<file path="config.mk">
export PLATFORM = sky130hd
export DESIGN_NAME = fifo_read_streamer
export DESIGN_NICKNAME = d
export VERILOG_FILES = /design/src/rtl/fifo_read_streamer.sv
export SDC_FILE = /design/constraint.sdc
export NUM_CORES = 1
export LEC_CHECK = 0
export ABC_CLOCK_PERIOD_IN_PS = 2580
export CELL_PAD_IN_SITES_DETAIL_PLACEMENT = 0
export CELL_PAD_IN_SITES_GLOBAL_PLACEMENT = 2
export CORE_ASPECT_RATIO = 1.25
export CORE_MARGIN = 2
export CORE_UTILIZATION = 35
export CTS_BUF_LIST = sky130_fd_sc_hd__clkbuf_16
export CTS_CLUSTER_DIAMETER = 50
export DETAILED_ROUTE_END_ITERATION = 10
export PLACE_DENSITY_LB_ADDON = 0.05
export SETUP_SLACK_MARGIN = 0.1
export SYNTH_ARGS = -nofsm -noshare
export SYNTH_HDL_FRONTEND = slang
export SYNTH_SLANG_ARGS = --single-unit
</file>
<file path="constraint.sdc">
create_clock -name Clk -period 2.58 [get_ports Clk]
set_input_delay 0.516 -clock Clk [delete_from_list [all_inputs] [get_ports Clk]]
set_output_delay 0.516 -clock Clk [all_outputs]
set_load 0.05 [all_outputs]
</file>
<file path="src/rtl/fifo_read_streamer.sv">
// Read-side adapter for the async FIFO: issues reads against the 1-cycle registered FIFO port,
// buffers up to three words, and presents them as a burst-framed valid/ready stream.
module fifo_read_streamer #(
  parameter int unsigned DATA_WIDTH = 8,
  parameter int unsigned BURST_LEN  = 16,
  parameter int unsigned CNT_WIDTH  = 16
) (
  input  logic                  Clk,
  input  logic                  Reset_n,
  input  logic [DATA_WIDTH-1:0] Fifo_Data_in,
  input  logic                  Fifo_Empty_in,
  output logic                  Fifo_ReadEn_out,
  output logic [DATA_WIDTH-1:0] Data_out,
  output logic                  Valid_out,
  input  logic                  Ready_in,
  output logic                  Last_out,
  input  logic                  Flush_in,
  output logic [CNT_WIDTH-1:0]  WordCount_out
);

  localparam int unsigned BeatW = (BURST_LEN > 1) ? $clog2(BURST_LEN) : 1;
  localparam logic [BeatW-1:0] BeatLast = BeatW'(BURST_LEN - 1);

  logic [DATA_WIDTH-1:0] buf_q [3];
  logic [1:0]            rd_ptr_q, rd_ptr_d;
  logic [1:0]            wr_ptr_q, wr_ptr_d;
  logic [1:0]            occ_q, occ_d;
  logic                  inflight_q, inflight_d;
  logic [BeatW-1:0]      beat_q, beat_d;
  logic [CNT_WIDTH-1:0]  cnt_q, cnt_d;

  logic       grant, push, pop;
  logic [2:0] pending;

  function automatic logic [1:0] ptr_inc(input logic [1:0] p);
    return (p == 2'd2) ? 2'd0 : p + 2'd1;
  endfunction

  // Words already buffered plus the one still coming back from the FIFO must fit in 3 slots.
  assign pending         = {1'b0, occ_q} + {2'b00, inflight_q};
  assign Fifo_ReadEn_out = Reset_n & ~Fifo_Empty_in & ~Flush_in & (pending < 3'd3);
  assign grant           = Fifo_ReadEn_out & ~Fifo_Empty_in;

  assign Valid_out     = (occ_q != 2'd0);
  assign pop           = Valid_out & Ready_in;
  assign push          = inflight_q & ~Flush_in;
  assign Data_out      = buf_q[rd_ptr_q];
  assign Last_out      = Valid_out & (beat_q == BeatLast);
  assign WordCount_out = cnt_q;

  always_comb begin
    occ_d      = occ_q;
    rd_ptr_d   = rd_ptr_q;
    wr_ptr_d   = wr_ptr_q;
    beat_d     = beat_q;
    inflight_d = grant;
    cnt_d      = pop ? cnt_q + CNT_WIDTH'(1) : cnt_q;

    if (Flush_in) begin
      occ_d    = 2'd0;
      rd_ptr_d = 2'd0;
      wr_ptr_d = 2'd0;
      beat_d   = '0;
    end else begin
      if (push) begin
        wr_ptr_d = ptr_inc(wr_ptr_q);
      end
      if (pop) begin
        rd_ptr_d = ptr_inc(rd_ptr_q);
        beat_d   = (beat_q == BeatLast) ? '0 : beat_q + BeatW'(1);
      end
      unique case ({push, pop})
        2'b10:   occ_d = occ_q + 2'd1;
        2'b01:   occ_d = occ_q - 2'd1;
        default: occ_d = occ_q;
      endcase
    end
  end

  always_ff @(posedge Clk or negedge Reset_n) begin
    if (!Reset_n) begin
      occ_q      <= 2'd0;
      rd_ptr_q   <= 2'd0;
      wr_ptr_q   <= 2'd0;
      inflight_q <= 1'b0;
      beat_q     <= '0;
      cnt_q      <= '0;
    end else begin
      occ_q      <= occ_d;
      rd_ptr_q   <= rd_ptr_d;
      wr_ptr_q   <= wr_ptr_d;
      inflight_q <= inflight_d;
      beat_q     <= beat_d;
      cnt_q      <= cnt_d;
    end
  end

  // Storage is cleared too so Data_out reads 0 while reset is held.
  always_ff @(posedge Clk or negedge Reset_n) begin
    if (!Reset_n) begin
      for (int i = 0; i < 3; i++) begin
        buf_q[i] <= '0;
      end
    end else if (push) begin
      buf_q[wr_ptr_q] <= Fifo_Data_in;
    end
  end

endmodule

</file>
== Yosys cells after proc, flatten, opt, wreduce, memory -nomap -nowiden ==
Cells that the tools add are included.
W data, S select, Z words.

* Add/subtract/negate cells: 7
* Order comparisons: 4
* Equality and inequality tests: 5
* Multiplexer cells: 17
* Bitwise operators: 11
* Reductions and logical operators: 5

{| class="wikitable"
|+ Operator list
! kind !! count
|-
| $bwmux W24 || 1
|-
| $mux W8 || 3
|-
| $add A16 B1 Y16 const B || 1
|-
| $bmux W8 S2 || 1
|-
| $demux W8 S2 || 1
|-
| $mux W2 || 7
|-
| $mux W4 || 3
|-
| $and A1 B1 Y1 || 7
|-
| $add A2 B1 Y2 const B || 3
|-
| $eq A2 B2 Y1 const B || 3
|-
| $ge A3 B3 Y1 const B || 2
|-
| $not A2 Y3 || 2
|-
| $reduce_bool A2 Y1 || 3
|-
| $add A4 B1 Y4 const B || 1
|-
| $eq A4 B4 Y1 const B || 1
|-
| $pmux W2 S2 || 1
|-
| $add A2 B1 Y3 || 1
|-
| $lt A3 B1 Y1 const B || 1
|-
| $lt A3 B2 Y1 const B || 1
|-
| $reduce_bool A3 Y1 || 1
|-
| $eq A2 B1 Y1 const B || 1
|-
| $not A1 Y1 || 2
|-
| $sub A2 B1 Y2 const B || 1
|-
| $logic_and A1 B1 Y1 || 1
|}

* Flip-flop bits (word level): 51
* Bits of input ports: 13
* Output and inout port bits: 27
* Word-level logic and storage cells: 58

== Depth between registers and ports, before layout ==
Gate-level depths: netlist of the first run.

* Word-level depth: 6
* Mapped depth: 6
* Depth with buffers taken out: 4

== Worst setup path before layout of the first run ==
OpenSTA, ideal clock, no wires.

* Path type: register -> output
* Start point: register inflight_q
* End point: output port Fifo_ReadEn_out
* Arrival: 2,204 ps
* Setup slack: -140 ps
* Stages on the path, launching flop included: 5
* Cells stage by stage: dfrtp_1 > ha_1 > ha_1 > or4b_2 > a21oi_1

* Longest elaborated chain between the ends: 3

{| class="wikitable"
|+ Ends and longest elaborated chain
! item !! RTL line !! source
|-
| from (decl) || 28 || <nowiki>logic inflight_q, inflight_d;</nowiki>
|-
| from (signal assigned) || 92 || <nowiki>inflight_q <= inflight_d;</nowiki>
|-
| $add A2 B1 Y3 || 40 || <nowiki>assign pending = {1'b0, occ_q} + {2'b00, inflight_q};</nowiki>
|-
| $lt A3 B2 Y1 || 41 || <nowiki>assign Fifo_ReadEn_out = Reset_n & ~Fifo_Empty_in & ~Flush_in & (pending < 3'd3);</nowiki>
|-
| $and A1 B1 Y1 || 41 ||
|-
| to (decl) || 12 || <nowiki>output logic Fifo_ReadEn_out,</nowiki>
|}

No other way between the ends.

== Final worst setup path of the first run ==
* Start point: register occ_q[0]
* End point: output port Fifo_ReadEn_out

* Longest elaborated chain between the ends: 3

{| class="wikitable"
|+ Ends and longest elaborated chain
! item !! RTL line !! source
|-
| from (decl) || 27 || <nowiki>logic [1:0] occ_q, occ_d;</nowiki>
|-
| from (signal assigned) || 82 || <nowiki>occ_q <= 2'd0;</nowiki>
|-
| from (signal assigned) || 89 || <nowiki>occ_q <= occ_d;</nowiki>
|-
| $add A2 B1 Y3 || 40 ||
|-
| $lt A3 B2 Y1 || 41 ||
|-
| $and A1 B1 Y1 || 41 ||
|}

No other way between the ends.

==> insert_results.sql, run 1 <==
INSERT INTO impl_metrics (metric_group, metric, value, unit) VALUES
('synthesis', 'synth_fp_nets', '218', ''),
('drt', 'drt_wl_total', '5170', 'um'),
('critical_path', 'crit_path_cell_trace', 'ha_1 > ha_1 > or4b_4 > a21oi_4 > buf_12', ''),
('drt', 'first_iter_violations', '28', ''),
('cts', 'cts_sinks', '51', ''),
('critical_path', 'worst_path_most_repeated_cell', 'ha_1', ''),
('cts', 'worstSkewPairLatency', '0.28', 'ns'),
('cells_and_area', 'layout.cell_area.non_filler', '0.00324', 'mm^2'),
('place', 'hpwlAfterDp', '3740', 'um'),
('synthesis', 'yosysUniqueCellTypes', '37', ''),
('cells_and_area', 'fin_nets', '272', ''),
('cts', 'cts_tree', 'yes', ''),
('critical_path', 'timing.critical_path.required', '2.06', 'ns'),
('power', 'power.leakage', '1.44', 'nW'),
('timing', 'worstMarginPinSlew', '0.664', 'ns'),
('power', 'pwr-share-seq', '0.398', ''),
('power', 'power.switching_fraction', '0.315', ''),
('cells_and_area', 'antenna_cells_inserted', '0', ''),
('die', 'die_y', '96.7', 'um'),
('power', 'power_density', '752', 'mW/mm^2'),
('global_route', 'grt_pass1_vias', '1819', ''),
('drt', 'drcViolationCount', '0', ''),
('cts', 'ctsRootBufferMaster', 'clkbuf_16', ''),
('critical_path', 'critical_path_peak_fanout', '3', ''),
('power', 'internal-power', '1.67', 'mW'),
('critical_path', 'setup.worst_path.start_class', 'flip-flop', ''),
('drt', 'via_count', '1681', ''),
('global_route', 'groute.usage.overall', '0.147', ''),
('synthesis', 'yosys_warnings', '0', ''),
('drt', 'final_antenna_net_count', '0', ''),
('critical_path', 'critical-path-max-stage-delay', '0.51', 'ns'),
('place', 'numPortBuffers', '39', ''),
('die', 'design.portCount', '40', ''),
('global_route', 'antenna_found_initial', '0', ''),
('die', 'initial_core_util', '0.364', ''),
('drt', 'drt_pass1_iterations', '4', ''),
('timing', 'rsz_0062_raised_after_global_routing', 'false', ''),
('synthesis', 'postSynthRegisterBits', '51', ''),
('timing', 'max_freq', '415', 'MHz'),
('synthesis', 'synthCells', '201', ''),
('timing', 'finalSetupViolCount', '0', ''),
('synthesis', 'seq_area_frac_synth', '0.531', ''),
('cts', 'clock_tree.htree_level_count', '2', ''),
('drt', 'detail_route.wl_per_cell', '15.1', 'um'),
('critical_path', 'critPathKind', 'reg -> out', ''),
('global_route', 'grt_max_degree', '52', ''),
('cts', 'clk_transition_reported_paths', '0.06', 'ns'),
('die', 'design.core.area', '0.00661', 'mm^2'),
('critical_path', 'critical_path.slowest_cell', 'or4b_4', ''),
('global_route', 'grt_pass1_wl', '8740', 'um'),
('cts', 'tritoncts_buffers', '5', ''),
('place', 'gpl.final_weighted_congestion', '0.708', ''),
('power', 'ir_drop', '0.288', 'mV'),
('die', 'design.die.area', '0.00755', 'mm^2'),
('drt', 'via_per_inst', '4.90', ''),
('synthesis', 'syn_avg_cell_area', '12.0', 'um^2'),
('run_status', 'run_status', 'complete, no violations', ''),
('synthesis', 'syn-cell-area', '0.00240', 'mm^2'),
('die', 'core.rowCount', '33', ''),
('power', 'comb_power_share', '0.302', ''),
('global_route', 'overflow', '0', ''),
('timing', 'fin_setup_tns', '0', 'ns'),
('timing', 'finalCriticalPeriod', '2.41', 'ns'),
('hold_path', 'timing.hold.worst.class', 'in -> async', ''),
('critical_path', 'worst_path_dominant_cell_family', 'simple AND/OR/NAND/NOR gates', ''),
('timing', 'timing.hold.ws', '0.448', 'ns'),
('power', 'share_clk_of_total_power', '0.300', ''),
('cells_and_area', 'post_route_utilization', '0.490', ''),
('die', 'die_outline_width', '78.1', 'um'),
('critical_path', 'critical_path_buf_inv_count', '1', ''),
('timing', 'timing_max_transition_violations_final', '0', ''),
('cells_and_area', 'synthToLayoutAreaGrowth', '34.7', '%'),
('place', 'placed_cell_area', '0.00304', 'mm^2'),
('job', 'maxCapViolations', '0', ''),
('timing', 'timing.clock.skew', '0.00172', 'ns'),
('timing', 'final_hold_viol_count', '0', ''),
('timing', 'layout_worst_path_cycle_share', '0.934', ''),
('critical_path', 'end_kind', 'output port', ''),
('power', 'switchingPower', '768', 'uW'),
('timing', 'slew_headroom', '0.557', ''),
('cts', 'ctsLongestPathBuffers', '2', ''),
('critical_path', 'worst_ep_arrival_time', '1.89', 'ns'),
('cells_and_area', 'drive_above_1_share', '0.266', '');
cell families (layout without fill, tap and decap cells):
logic type | Yosys count | count (layout) | synth area share
buffers and inverters | 12 | 67 | 0.0239
adder cells (fa/ha/maj) | 4 | 4 | 0.0208
AND/OR/NAND/NOR | 58 | 58 | 0.151
flip-flops | 51 | 51 | 0.531
XOR/XNOR | 18 | 18 | 0.0656
multiplexers | 32 | 32 | 0.146
AO/OA/AOI/OAI | 26 | 26 | 0.0619
layout by cell type, fill, tap and decap left out, types with 4 or more instances in the layout:
cell / instances
nor3_1: 6
clkdlybuf4s50_1: 28
mux2i_1: 8
buf_4: 14
ha_1: 4
clkbuf_16: 5
and4_1: 4
xor2_1: 6
dfrtp_1: 50
nor2_1: 7
a21oi_1: 10
inv_1: 6
mux2_2: 24
o21ai_0: 10
xnor2_1: 12
buf_12: 9
nand2_1: 23
final timing paths:
check | from | end | slack, ns | cells past startpoint
min in group Clk | WordCount_out[15] | WordCount_out[15] | 0.47 | 1
hold / removal | Reset_n | WordCount_out[8] | 0.45 | 2
setup reg to reg | occ_q[0] | WordCount_out[15] | 0.94 | 5
max in group asynchronous | Reset_n | occ_q[0] | 1.66 | 2
hold reg to reg | WordCount_out[15] | WordCount_out[15] | 0.47 | 1
setup / recovery | occ_q[0] | Fifo_ReadEn_out | 0.17 | 5
sequential cells by signal, indices dropped and copies added (netlist names):
register       count
inflight_q         1
wr_ptr_q           2
WordCount_out     16
buf_q             24
rd_ptr_q           2
occ_q              2
beat_q             4
worst register-to-register path, delay by kind of cell, from the launching register on:
family / cells / cell delay [ns]
simple gates: 2 / 0.49
compound gates: 1 / 0.41
flops: 1 / 0.38
xor+xnor: 1 / 0.17
buf+inv: 1 / 0.13
final cells by class:
type	count	area (um^2)
Fill cell	605	3370
Sequential cell	51	1280
Multi-Input combinational cell	138	1080
Timing Repair Buffer	53	579
Clock buffer	5	125
Clock inverter	3	38.8
Inverter	6	22.5
Tap cell	87	109
per-stage QoR:
stage                     total power, mW  cells  setup slack (ns)
after global placement               1.69    332             0.113
after floorplan                      1.39    201             0.161
after global routing                 2.55    343             0.107
final                                2.43    343             0.171
after detailed placement             1.72    332            0.0775
after CTS                            2.47    343             0.150
cells in the mapped netlist, drive strengths merged:
cell	count	area [um^2]
nor3b	2	37.5
nor2	7	26.3
o21a	1	7.51
nand2	23	86.3
nand3	1	5.00
buf	3	23.8
dfrtp	51	1280
and2	1	6.26
clkbuf	3	11.3
xnor2	12	105
or4b	1	10.0
a41o	1	11.3
and4	4	35.0
o21ai	11	58.8
nand4	3	40.0
ha	4	50.1
a311oi	1	8.76
mux2i	8	80.1
nor3	8	56.3
a211oi	1	7.51
mux2	24	270
or2	1	6.26
nand3b	2	15.0
inv	6	22.5
nand2b	2	20.0
a21oi	11	55.1
xor2	6	52.6
or3	2	12.5
nor2b	1	6.26
per-layer routing:
metal | part of all wire | GRT usage | vias to the layer above
li1 | - | - | 806
met1 | 0.41 | 0.173 | 839
met2 | 0.55 | 0.264 | 31
met5 | 0 | 0 | -
met4 | 0.014 | 0.0499 | 0
met3 | 0.027 | 0.0271 | 5
power groups by stage:
stage | logic (mW) | registers [mW] | clock network [mW]
2_1_floorplan | 0.324 | 1.07 | 0
4_1_cts | 0.742 | 0.970 | 0.759
6_report | 0.735 | 0.970 | 0.730
5_1_grt | 0.776 | 0.984 | 0.792
3_5_place_dp | 0.727 | 0.989 | 0
3_3_place_gp | 0.714 | 0.979 | 0
what timing repair did:
action	4_1_cts	5_1_grt
endpoints found under the setup margin	2	1
hold buffers	0	0
pin swaps	0	0
buffers inserted	3	0
gates resized for setup	3	1
(Power assumes the default switching activity.)
==> run 2, diff against run 1 <==
CORE_MARGIN = not set   (was 2)
==> run 2 against run 1 <==
Against the previous run:
- register-to-register slack improved by 0.08 ns
- die area fell by 4.6%
- maximum frequency fell by 0.25%
- largest power group unchanged
- core utilization fell by 0.85 points
- final cell count fell by 0.87%
- hold slack got worse by 0.0061 ns
- clock-buffer cell count did not move
- clock power fell by 15%
- highest routed layer unchanged
==> insert_results.sql, run 2 (synthesis gave the netlist of run 1 again) <==
INSERT INTO impl_metrics (metric_group, metric, value, unit) VALUES
('critical_path', 'critical-path-max-stage-delay', '0.49', 'ns'),
('die', 'design.die.area', '0.00720', 'mm^2'),
('global_route', 'grt_max_degree', '52', ''),
('drt', 'final_antenna_net_count', '0', ''),
('place', 'hpwlAfterDp', '3560', 'um'),
('global_route', 'grt_pass1_vias', '1807', ''),
('critical_path', 'critical_path_peak_fanout', '3', ''),
('drt', 'uppermost_metal_layer_occupied_by_signal_nets', 'met4', ''),
('cells_and_area', 'antenna_cells_inserted', '0', ''),
('drt', 'drt_pass1_iterations', '4', ''),
('critical_path', 'worst_path_most_repeated_cell', 'ha_1', ''),
('power', 'switchingPower', '757', 'uW'),
('die', 'die_y', '94.7', 'um'),
('power', 'fin_total_pwr', '2.32', 'mW'),
('timing', 'rsz_0062_raised_after_global_routing', 'false', ''),
('cts', 'ctsRootBufferMaster', 'clkbuf_16', ''),
('drt', 'drcViolationCount', '0', ''),
('power', 'internal-power', '1.56', 'mW'),
('timing', 'layout_worst_path_cycle_share', '0.936', ''),
('place', 'detailedPlace.worstSlack', '0.0947', 'ns'),
('power', 'comb_power_share', '0.312', ''),
('critical_path', 'setup.worst_path.start_class', 'flip-flop', ''),
('global_route', 'groute.usage.overall', '0.155', ''),
('timing', 'timing_max_transition_violations_final', '0', ''),
('drt', 'detail_route.wl_per_cell', '14.7', 'um'),
('drt', 'drt_wl_total', '4990', 'um'),
('timing', 'finalCriticalPeriod', '2.41', 'ns'),
('cts', 'ctsLongestPathBuffers', '2', ''),
('critical_path', 'r2r.worst_path.cells', '4', ''),
('critical_path', 'r2r-end', 'WordCount_out[15]', ''),
('power', 'share_clk_of_total_power', '0.269', ''),
('critical_path', 'end_kind', 'output port', ''),
('cells_and_area', 'drive_above_1_share', '0.253', ''),
('cells_and_area', 'most_common_cell_after_layout_fill_and_taps_aside', 'dfrtp_1', ''),
('power', 'pwr-share-seq', '0.419', ''),
('cts', 'clock_tree.htree_level_count', '2', ''),
('global_route', 'overflow', '0', ''),
('timing', 'slew_headroom', '0.566', ''),
('drt', 'via_count', '1684', ''),
('place', 'gpl.final_weighted_congestion', '0.738', ''),
('cells_and_area', 'most-common-layout-cells', 'dfrtp_1, clkdlybuf4s50_1, mux2_2, nand2_1, xnor2_1', ''),
('drt', 'first_iter_violations', '56', ''),
('cts', 'tritoncts_buffers', '5', ''),
('job', 'maxCapViolations', '0', ''),
('timing', 'timing.clock.skew', '0.00528', 'ns'),
('die', 'core.rowCount', '33', ''),
('die', 'die_outline_width', '76.1', 'um'),
('die', 'design.portCount', '40', ''),
('cells_and_area', 'regArea', '0.00128', 'mm^2'),
('drt', 'wl_met2', '2720', 'um'),
('cells_and_area', 'largest_register_ff_count', '24', ''),
('cells_and_area', 'n_fill_cell', '625', ''),
('global_route', 'antenna_found_initial', '0', ''),
('cells_and_area', 'fin_nets', '269', ''),
('die', 'design.core.area', '0.00661', 'mm^2'),
('cells_and_area', 'layout.cell_area.non_filler', '0.00318', 'mm^2'),
('critical_path', 'timing.critical_path.required', '2.06', 'ns'),
('cells_and_area', 'multi_input_area', '0.00108', 'mm^2'),
('drt', 'via_per_inst', '4.95', ''),
('die', 'initial_core_util', '0.364', ''),
('cts', 'cts_sinks', '51', ''),
('critical_path', 'r2r_slack', '1.02', 'ns'),
('run_status', 'run_status', 'complete, no violations', ''),
('cts', 'clk_transition_reported_paths', '0.06', 'ns'),
('timing', 'timing.hold.ws', '0.442', 'ns'),
('place', 'placed_cell_area', '0.00302', 'mm^2'),
('timing', 'max_freq', '414', 'MHz'),
('global_route', 'grt_pass1_wl', '8580', 'um'),
('drt', 'length_of_routed_wiring_on_met1', '2030', 'um'),
('critical_path', 'critical_path.slowest_cell', 'or4b_4', ''),
('power', 'power_density', '729', 'mW/mm^2'),
('critical_path', 'critPathKind', 'reg -> out', ''),
('power', 'ir_drop', '0.320', 'mV'),
('timing', 'setup_ws', '0.165', 'ns'),
('cts', 'cts_tree', 'yes', ''),
('critical_path', 'crit_path_cell_trace', 'ha_1 > ha_1 > or4b_4 > a21oi_2 > buf_12', ''),
('power', 'power.switching_fraction', '0.326', ''),
('critical_path', 'worst_ep_arrival_time', '1.90', 'ns'),
('cts', 'worstSkewPairLatency', '0.28', 'ns'),
('critical_path', 'worst_r2r_startpoint', 'occ_q[1]', ''),
('place', 'numPortBuffers', '39', ''),
('drt', 'met3_length', '168', 'um'),
('hold_path', 'timing.hold.worst.class', 'in -> async', ''),
('power', 'power.leakage', '1.42', 'nW'),
('timing', 'final_hold_viol_count', '0', ''),
('timing', 'finalSetupViolCount', '0', ''),
('timing', 'fin_setup_tns', '0', 'ns'),
('cells_and_area', 'synthToLayoutAreaGrowth', '32.3', '%'),
('cells_and_area', 'max_flop_register', 'buf_q', ''),
('timing', 'worstMarginPinSlew', '0.651', 'ns');
run 2: cell type report:
cell class | count | share of cell area
clock inverter | 3 | 0.00393
clock buffer | 5 | 0.0393
tap | 87 | 0.0342
inverter | 6 | 0.00708
sequential | 51 | 0.402
timing repair buffer | 50 | 0.175
multi-input combinational | 138 | 0.339
run 2: worst max-delay path, delay by kind of cell (launching register included):
kind / cells / cell delay, ns
flip-flops: 1 / 0.42
buffers and inverters: 1 / 0.16
AND/OR/NAND/NOR: 1 / 0.49
adder cells (fa/ha/maj): 2 / 0.39
AO/OA/AOI/OAI: 1 / 0.17
run 2: stage by stage:
stage / util / instances
after floorplan: - / 201
after global placement: 0.458 / 330
after detailed placement: 0.458 / 330
after CTS: 0.481 / 340
after global routing: 0.481 / 340
final: 0.481 / 340
run 2: power by group through the flow:
stage / logic, mW / registers [mW] / clock network (mW)
after floorplan: 0.324 / 1.07 / 0
after global placement: 0.712 / 0.980 / 0
after detailed placement: 0.722 / 0.991 / 0
after CTS: 0.735 / 0.973 / 0.651
after global routing: 0.770 / 0.987 / 0.677
final: 0.724 / 0.971 / 0.623
run 2: layer usage:
metal,global-route usage,up-vias
met5,0,-
met4,0.0593,0
met3,0.0300,7
met2,0.299,36
met1,0.168,835
li1,-,806
run 2: how the worst max path moves through the flow:
stage | from | slack (ns) | to
after floorplan | inflight_q | 0.16 | Fifo_ReadEn_out
after detailed placement | Flush_in | 0.09 | Fifo_ReadEn_out
after CTS | occ_q[0] | 0.15 | Fifo_ReadEn_out
final | occ_q[0] | 0.17 | Fifo_ReadEn_out
after global routing | occ_q[0] | 0.10 | Fifo_ReadEn_out
after global placement | Flush_in | 0.12 | Fifo_ReadEn_out
run 2: what timing repair did:
item                                    in CTS  in global routing
resized for setup                            3                  0
hold buffers                                 0                  0
endpoints found under the setup margin       2                  0
setup buffers                                2                  0
hold endpoints to repair                     0                  0
